<file path="src/rtl/stack_frame_controller.sv">
// Stack/frame sequencer: turns PUSH/POP/ENTER/LEAVE commands into one memory
// access plus the matching stack-pointer and base-pointer updates.
module stack_frame_controller #(
    parameter logic [15:0] STACK_BASE  = 16'h0000,
    parameter logic [15:0] STACK_LIMIT = 16'h00FF
) (
    input  logic        clock,
    input  logic        reset,
    input  logic        cmd_valid,
    input  logic [1:0]  cmd_op,
    input  logic [15:0] cmd_data,
    output logic        cmd_ready,
    output logic        rsp_valid,
    output logic [15:0] rsp_data,
    output logic        rsp_error,
    output logic [1:0]  sp_op,
    output logic [15:0] sp_write_data,
    input  logic [15:0] sp_data,
    output logic        bp_write,
    output logic [15:0] bp_write_data,
    input  logic [15:0] bp_data,
    output logic        mem_req,
    output logic        mem_we,
    output logic [15:0] mem_addr,
    output logic [15:0] mem_wdata,
    input  logic [15:0] mem_rdata,
    input  logic        mem_ack
);
    typedef enum logic [1:0] {IDLE, LOADSP, MEM, RESP} state_t;

    localparam logic [1:0] OP_PUSH  = 2'd0;
    localparam logic [1:0] OP_POP   = 2'd1;
    localparam logic [1:0] OP_ENTER = 2'd2;
    localparam logic [1:0] OP_LEAVE = 2'd3;

    localparam logic [1:0] SP_INC  = 2'd0;
    localparam logic [1:0] SP_DEC  = 2'd1;
    localparam logic [1:0] SP_LOAD = 2'd2;
    localparam logic [1:0] SP_HOLD = 2'd3;

    state_t      state_q, state_d;
    logic [1:0]  op_q, op_d;
    logic        err_q, err_d;
    logic        mem_we_q, mem_we_d;
    logic [15:0] mem_addr_q, mem_addr_d;
    logic [15:0] mem_wdata_q, mem_wdata_d;
    logic [15:0] rsp_data_q, rsp_data_d;
    logic        reject;

    always_ff @(posedge clock) begin
        if (reset) begin
            state_q     <= IDLE;
            op_q        <= OP_PUSH;
            err_q       <= 1'b0;
            mem_we_q    <= 1'b0;
            mem_addr_q  <= '0;
            mem_wdata_q <= '0;
            rsp_data_q  <= '0;
        end else begin
            state_q     <= state_d;
            op_q        <= op_d;
            err_q       <= err_d;
            mem_we_q    <= mem_we_d;
            mem_addr_q  <= mem_addr_d;
            mem_wdata_q <= mem_wdata_d;
            rsp_data_q  <= rsp_data_d;
        end
    end

    always_comb begin
        state_d       = state_q;
        op_d          = op_q;
        err_d         = err_q;
        mem_we_d      = mem_we_q;
        mem_addr_d    = mem_addr_q;
        mem_wdata_d   = mem_wdata_q;
        rsp_data_d    = rsp_data_q;
        reject        = 1'b0;
        sp_op         = SP_HOLD;
        sp_write_data = '0;
        bp_write      = 1'b0;
        bp_write_data = '0;
        mem_req       = 1'b0;

        // Strobes are suppressed while reset is held so an aborted command
        // cannot touch SP/BP even if an ack coincides with reset.
        if (!reset) begin
            case (state_q)
                IDLE: if (cmd_valid) begin
                    op_d        = cmd_op;
                    rsp_data_d  = '0;
                    mem_wdata_d = cmd_data;
                    case (cmd_op)
                        OP_PUSH: begin
                            mem_addr_d = sp_data;
                            mem_we_d   = 1'b1;
                            reject     = (sp_data == STACK_LIMIT);
                        end
                        OP_ENTER: begin
                            mem_addr_d  = sp_data;
                            mem_we_d    = 1'b1;
                            mem_wdata_d = bp_data;
                            reject      = (sp_data == STACK_LIMIT);
                        end
                        OP_POP: begin
                            mem_addr_d = sp_data - 16'd1;
                            mem_we_d   = 1'b0;
                            reject     = (sp_data == STACK_BASE);
                        end
                        default: begin
                            mem_addr_d = bp_data - 16'd1;
                            mem_we_d   = 1'b0;
                            reject     = (bp_data == STACK_BASE);
                        end
                    endcase
                    err_d = reject;
                    if (reject)                 state_d = RESP;
                    else if (cmd_op == OP_LEAVE) state_d = LOADSP;
                    else                        state_d = MEM;
                end
                LOADSP: begin
                    sp_op         = SP_LOAD;
                    sp_write_data = bp_data;
                    state_d       = MEM;
                end
                MEM: begin
                    mem_req = 1'b1;
                    if (mem_ack) begin
                        state_d = RESP;
                        case (op_q)
                            OP_PUSH: sp_op = SP_INC;
                            OP_ENTER: begin
                                sp_op         = SP_INC;
                                bp_write      = 1'b1;
                                bp_write_data = sp_data + 16'd1;
                            end
                            OP_POP: begin
                                sp_op      = SP_DEC;
                                rsp_data_d = mem_rdata;
                            end
                            default: begin
                                sp_op         = SP_DEC;
                                bp_write      = 1'b1;
                                bp_write_data = mem_rdata;
                                rsp_data_d    = mem_rdata;
                            end
                        endcase
                    end
                end
                default: state_d = IDLE;
            endcase
        end
    end

    assign cmd_ready = reset || (state_q == IDLE);
    assign rsp_valid = !reset && (state_q == RESP);
    assign rsp_error = rsp_valid && err_q;
    assign rsp_data  = rsp_data_q;
    assign mem_we    = mem_we_q;
    assign mem_addr  = mem_addr_q;
    assign mem_wdata = mem_wdata_q;
endmodule

</file>
<file path="config.mk">
export PLATFORM = sky130hd
export DESIGN_NAME = stack_frame_controller
export DESIGN_NICKNAME = d
export VERILOG_FILES = /design/src/rtl/stack_frame_controller.sv
export SDC_FILE = /design/constraint.sdc
export NUM_CORES = 1
export LEC_CHECK = 0
export ABC_AREA = 1
export BUFFER_PORTS_ARGS = -buffer_cell sky130_fd_sc_hd__clkbuf_2
export CORE_ASPECT_RATIO = 0.7
export CORE_MARGIN = 5
export CORE_UTILIZATION = 49
export DETAILED_ROUTE_END_ITERATION = 6
export GPL_ROUTABILITY_DRIVEN = 0
export PLACE_DENSITY = 0.81
export SKIP_LAST_GASP = 1
export SYNTH_ARGS = -nofsm -noshare
export SYNTH_HDL_FRONTEND = slang
export SYNTH_SLANG_ARGS = --single-unit
</file>
<file path="constraint.sdc">
create_clock -name clock -period 2.4 [get_ports clock]
set_clock_uncertainty 0.1 [all_clocks]
set_input_delay 0.24 -clock clock [delete_from_list [all_inputs] [get_ports clock]]
set_output_delay 0.24 -clock clock [all_outputs]
set_load 0.01 [all_outputs]
</file>
* After elaboration in Yosys (flattened, before gate mapping)
Index checks and enable logic that the tools add are counted.
Storage, ports and cells: register bits after elaboration 54, input port bits 70, output and inout port bits 88, word-level logic and storage cells 70
Operators by class: add/sub/neg operators 3, equality and inequality tests 12, muxes and demuxes 32, reductions and logical operators 16
Operator list (number):
- 16-bit two-way mux | 9
- 16-bit case mux with 2 select lines | 3
- 16-bit zero test | 2
- 16-bit by 1-bit subtractor with 16-bit output (second input constant) | 2
- 16-bit by 1-bit adder with 16-bit output (second input constant) | 1
- 16-bit by 8-bit equality test with 1-bit output (second input constant) | 1
- 2-bit two-way mux | 6
- 1-bit two-way mux | 11
- 2-bit equality test (second input constant) | 5
- 2-bit by 1-bit equality test with 1-bit output (second input constant) | 3
- 2-bit zero test | 3
- 2-bit != test (second input constant) | 3
- 2-bit case mux with 3 select lines | 1
- 2-bit OR reduction | 3
- 2-bit case mux with 2 select lines | 1
- 2-bit AND reduction | 2
- 4-bit AND reduction | 1
- 1-bit logical AND | 2
- 1-bit case mux with 2 select lines | 1
- 2-bit nonzero test | 1
- 1-bit zero test | 1
- 1-bit logical OR | 1

* Depth between registers and ports, before layout
depth in word-level cells 9, gate-level depth with buffers 13, depth with buffers taken out 12

* Worst setup path before layout
OpenSTA, ideal clock, no wires.
kind register -> output, start point register state_q[0], end point output bp_write_data[11], data arrival time 1638 ps, data required time 2060 ps, slack 422 ps, stages on the path, launching flop included 8, buffers on the path 1, cell sequence dfxtp_1 > inv_1 > ha_1 > inv_1 > nor2_1 > nand2_1 > clkbuf_1 > a21oi_1
Between the ends: word-level cells in the longest chain between the ends 3
RTL lines:
- start, declared | RTL line 41 | state_t state_q, state_d;
- start signal, assigned | RTL line 60 | state_q <= state_d;
- 2-bit equality test | RTL line 88 | case (state_q)
- 16-bit two-way mux | RTL line 88
- 16-bit two-way mux | RTL line 87 | if (!reset) begin
- end, declared | RTL line 20 | output logic [15:0] bp_write_data,
No other way between the ends.

* Final worst setup path
start point register state_q[1], end point output bp_write_data[3]
The elaborated chain is that of the path after synthesis.

==> summary.md <==
| Metric | Value |
|---|---|
| Final hold vios | 0 |
| Largest cells by area after synthesis | dfxtp_1, nand2_1, inv_1, nand3_1, nor2_1 |
| Num ports | 158 |
| Synthesized area | 3850 µm² |
| CTS sink cnt | 54 |
| Crit Path Max Fanout | 17 |
| Commonest cells post-synth | nand2_1, inv_1, nor2_1 |
| FILL cells | 755 |
| Post-CTS Setup Repair Bufs | 0 |
| Period utilization | 90.4% |
| Grt total ovfl | 0 |
| Setup violators final | 0 |
| Met2 Usage GRT | 41.9% |
| Global-route wire length before repair | 21400 µm |
| Share of layout cells above drive strength 1 | 25.7% |
| Placement Rows | 27 |
| CTS Buf Count | 5 |
| CTS-repair resized insts | 0 |
| Final HPWL DP | 10500 µm |
| Dominant cell type by area after synthesis | dfxtp_1 |
| Yosys reg bits | 54 |
| Post-DR vias/cell | 5.42 |
| Critical path arrival | 1830 ps |
| Kind of end point of the critical path | output port |
| Layout area overhead | 26.4% |
| Peak VDD IR | 0.721 mV |
| Peak Freq | 461 MHz |
| Number of global-route vias before repair | 4542 |
| YS warnings | 0 |
| Setup tns final | 0 ps |
| Share of the synthesized area in the top cell type | 28.1% |
| Buffer and inverter count on the worst path | 2 |
| Dpl cell area | 4730 µm² |
| Crit Path Class | reg2out |
| Initial Util | 49.6% |
| Post-route DRC | 0 |
| Syn nets | 717 |
| CTS tree | built |
| GRT Max-Usage Layer | met2 |
| Post-layout minimum cycle time | 2170 ps |
| Post-Layout Inst Area | 4870 µm² |
| Outcome | finished clean |
| Reg clk slew, reported paths | 70 ps |
| Initial antenna violation count | 0 |
| Detailed-route via count | 4824 |
| Clock Latency Late Sink | 290 ps |
| Post-route ant nets | 0 |
| Routed wire length per instance | 14.8 µm |
| Final WL | 13100 µm |
| Antenna cells | 0 |
| Ys flop type | dfxtp_1 |
| Root Buffer | clkbuf_16 |
| CP Data Required Time | 2060 ps |
| Worst-margin pin slew | 701 ps |
| Leakage | 0.00259 µW |
| Most frequent cell after synthesis | nand2_1 |
| Pin count of the biggest net entering global routing | 33 |
| GR Layer Usage met3 | 4.97% |
| Initial DRC Count | 468 |
| Worst relative slew slack | 53.3% |
| Total GRT Usage | 26.5% |
| Cell count after synthesis | 639 |
| GR Util met1 | 37.1% |
| Mapped Avg Cell Area | 6.03 µm² |
| Crit path cell chain | ha_2, inv_1, nor2_1, nand2_2, a21oi_1, clkbuf_2 |
| Crit path launch type | register |
| Unique masters post-synth | 34 |
| Nets | 867 |
| Die area | 9770 µm² |
| Asr flop ratio synth | 0% |
| H-tree depth | 2 |
| Seq/Total Area, Yosys | 28.1% |
| EDFF count, synth | 0 |
| TritonRoute pass-1 iters | 5 |
| Delay-heaviest family, CP | flip-flops |
| DIE HEIGHT | 84.2 µm |
| Max clock buf depth | 2 |
| Area of the core | 7770 µm² |
| Hold Path Class | in2reg |
| Hold buffers post-CTS | 0 |
| Power Dens Cells | 737 nW/µm² |
| Count of input and output buffers | 157 |
| Die W | 116 µm |
| Worst path slowest cell | dfxtp_1 |
| Worst stage delay on the critical path | 450 ps |
| Final Slew Violations | 0 |
| Max-cap violations | 0 |
| Unrepaired setup endpoints after global routing | false |
logic make-up after synthesis:
group                    share of synthesized area [%]
AND/OR/NAND/NOR                                   36.8
buffers and inverters                             12.4
AO/OA/AOI/OAI                                     19.0
XOR/XNOR                                          1.14
flip-flops                                        28.1
adder cells (fa/ha/maj)                           2.60
layout by cell type, fill, tap and decap left out, types with 3 or more instances in the layout:
master     synthesis  routed
nand4_1            6       6
a21oi_1           50      50
buf_4              0      12
o21ai_0           48      48
dfxtp_1           54      54
nand3_1           65      65
nor2_4             3       3
clkbuf_16          0       5
ha_1               8       7
nor2_2             3       4
nand2_1          157     156
a31oi_1            4       4
nor3_1             3       3
inv_1             89      89
nand2_4            4       4
nand2_2            6       7
nor2_1            73      72
o211ai_1          18      18
xor2_1             4       4
o21ai_2            3       3
clkbuf_2           0     157
metrics by stage:
| stage | util (%) | power [µW] | setup WS [ps] | hold WS [ps] | cells |
|---|---|---|---|---|---|
| finish | 62.7 | 3590 | 230 | 90.2 | 890 |
| global route | 62.7 | 3840 | 32.2 | 97.0 | 890 |
| CTS | 62.6 | 3570 | 43.9 | 88.8 | 890 |
| detailed placement | 60.9 | 2850 | 191 | 356 | 883 |
| global placement | 60.9 | 2800 | 302 | 354 | 883 |
| floorplan | - | 2260 | 422 | 279 | 639 |
worst paths after layout:
path,end,slack [ps],cells after the start,from
worst max-delay path,bp_write_data[3],230,6,state_q[1]
worst min-delay path,rsp_data[6],90,3,mem_rdata[6]
worst max register to register,mem_wdata[4],300,6,state_q[1]
worst min register to register,rsp_data[14],370,2,rsp_data[14]
area by class of cell:
class                      count  area [µm²]  area share (%)
clock buffer                   6         129            2.65
clock inverter                 1        7.51           0.154
multi-input combinational    466        2300            47.2
tap                          101         126            2.59
timing repair buffer         169         876            18.0
inverter                      93         352            7.22
sequential                    54        1080            22.2
registers in the layout, summed over array words and instances, names as in the netlist:
register and flops:
mem_wdata 16, op_q 2, mem_addr 16, err_q 1
rsp_data 16, mem_we 1, state_q 2
tightest hold or removal path, cell delays in order:
cell	delay, ps
clkbuf_2	90
nand3_1	60
nand2_1	60
where the power goes:
group | leakage [µW] | total (µW) | switching (µW) | internal [µW]
combinational | 0.00208 | 1660 | 1090 | 570
clock | 0.0000629 | 721 | 338 | 383
sequential | 0.000443 | 1210 | 121 | 1090
metal layers:
| layer | wire length, µm | vias to the layer above |
|---|---|---|
| met5 | 0 | - |
| met4 | 310 | 0 |
| met3 | 1070 | 33 |
| met2 | 6030 | 225 |
| met1 | 5740 | 2201 |
| li1 | - | 2365 |
Power figures use the tool's default switching activity.
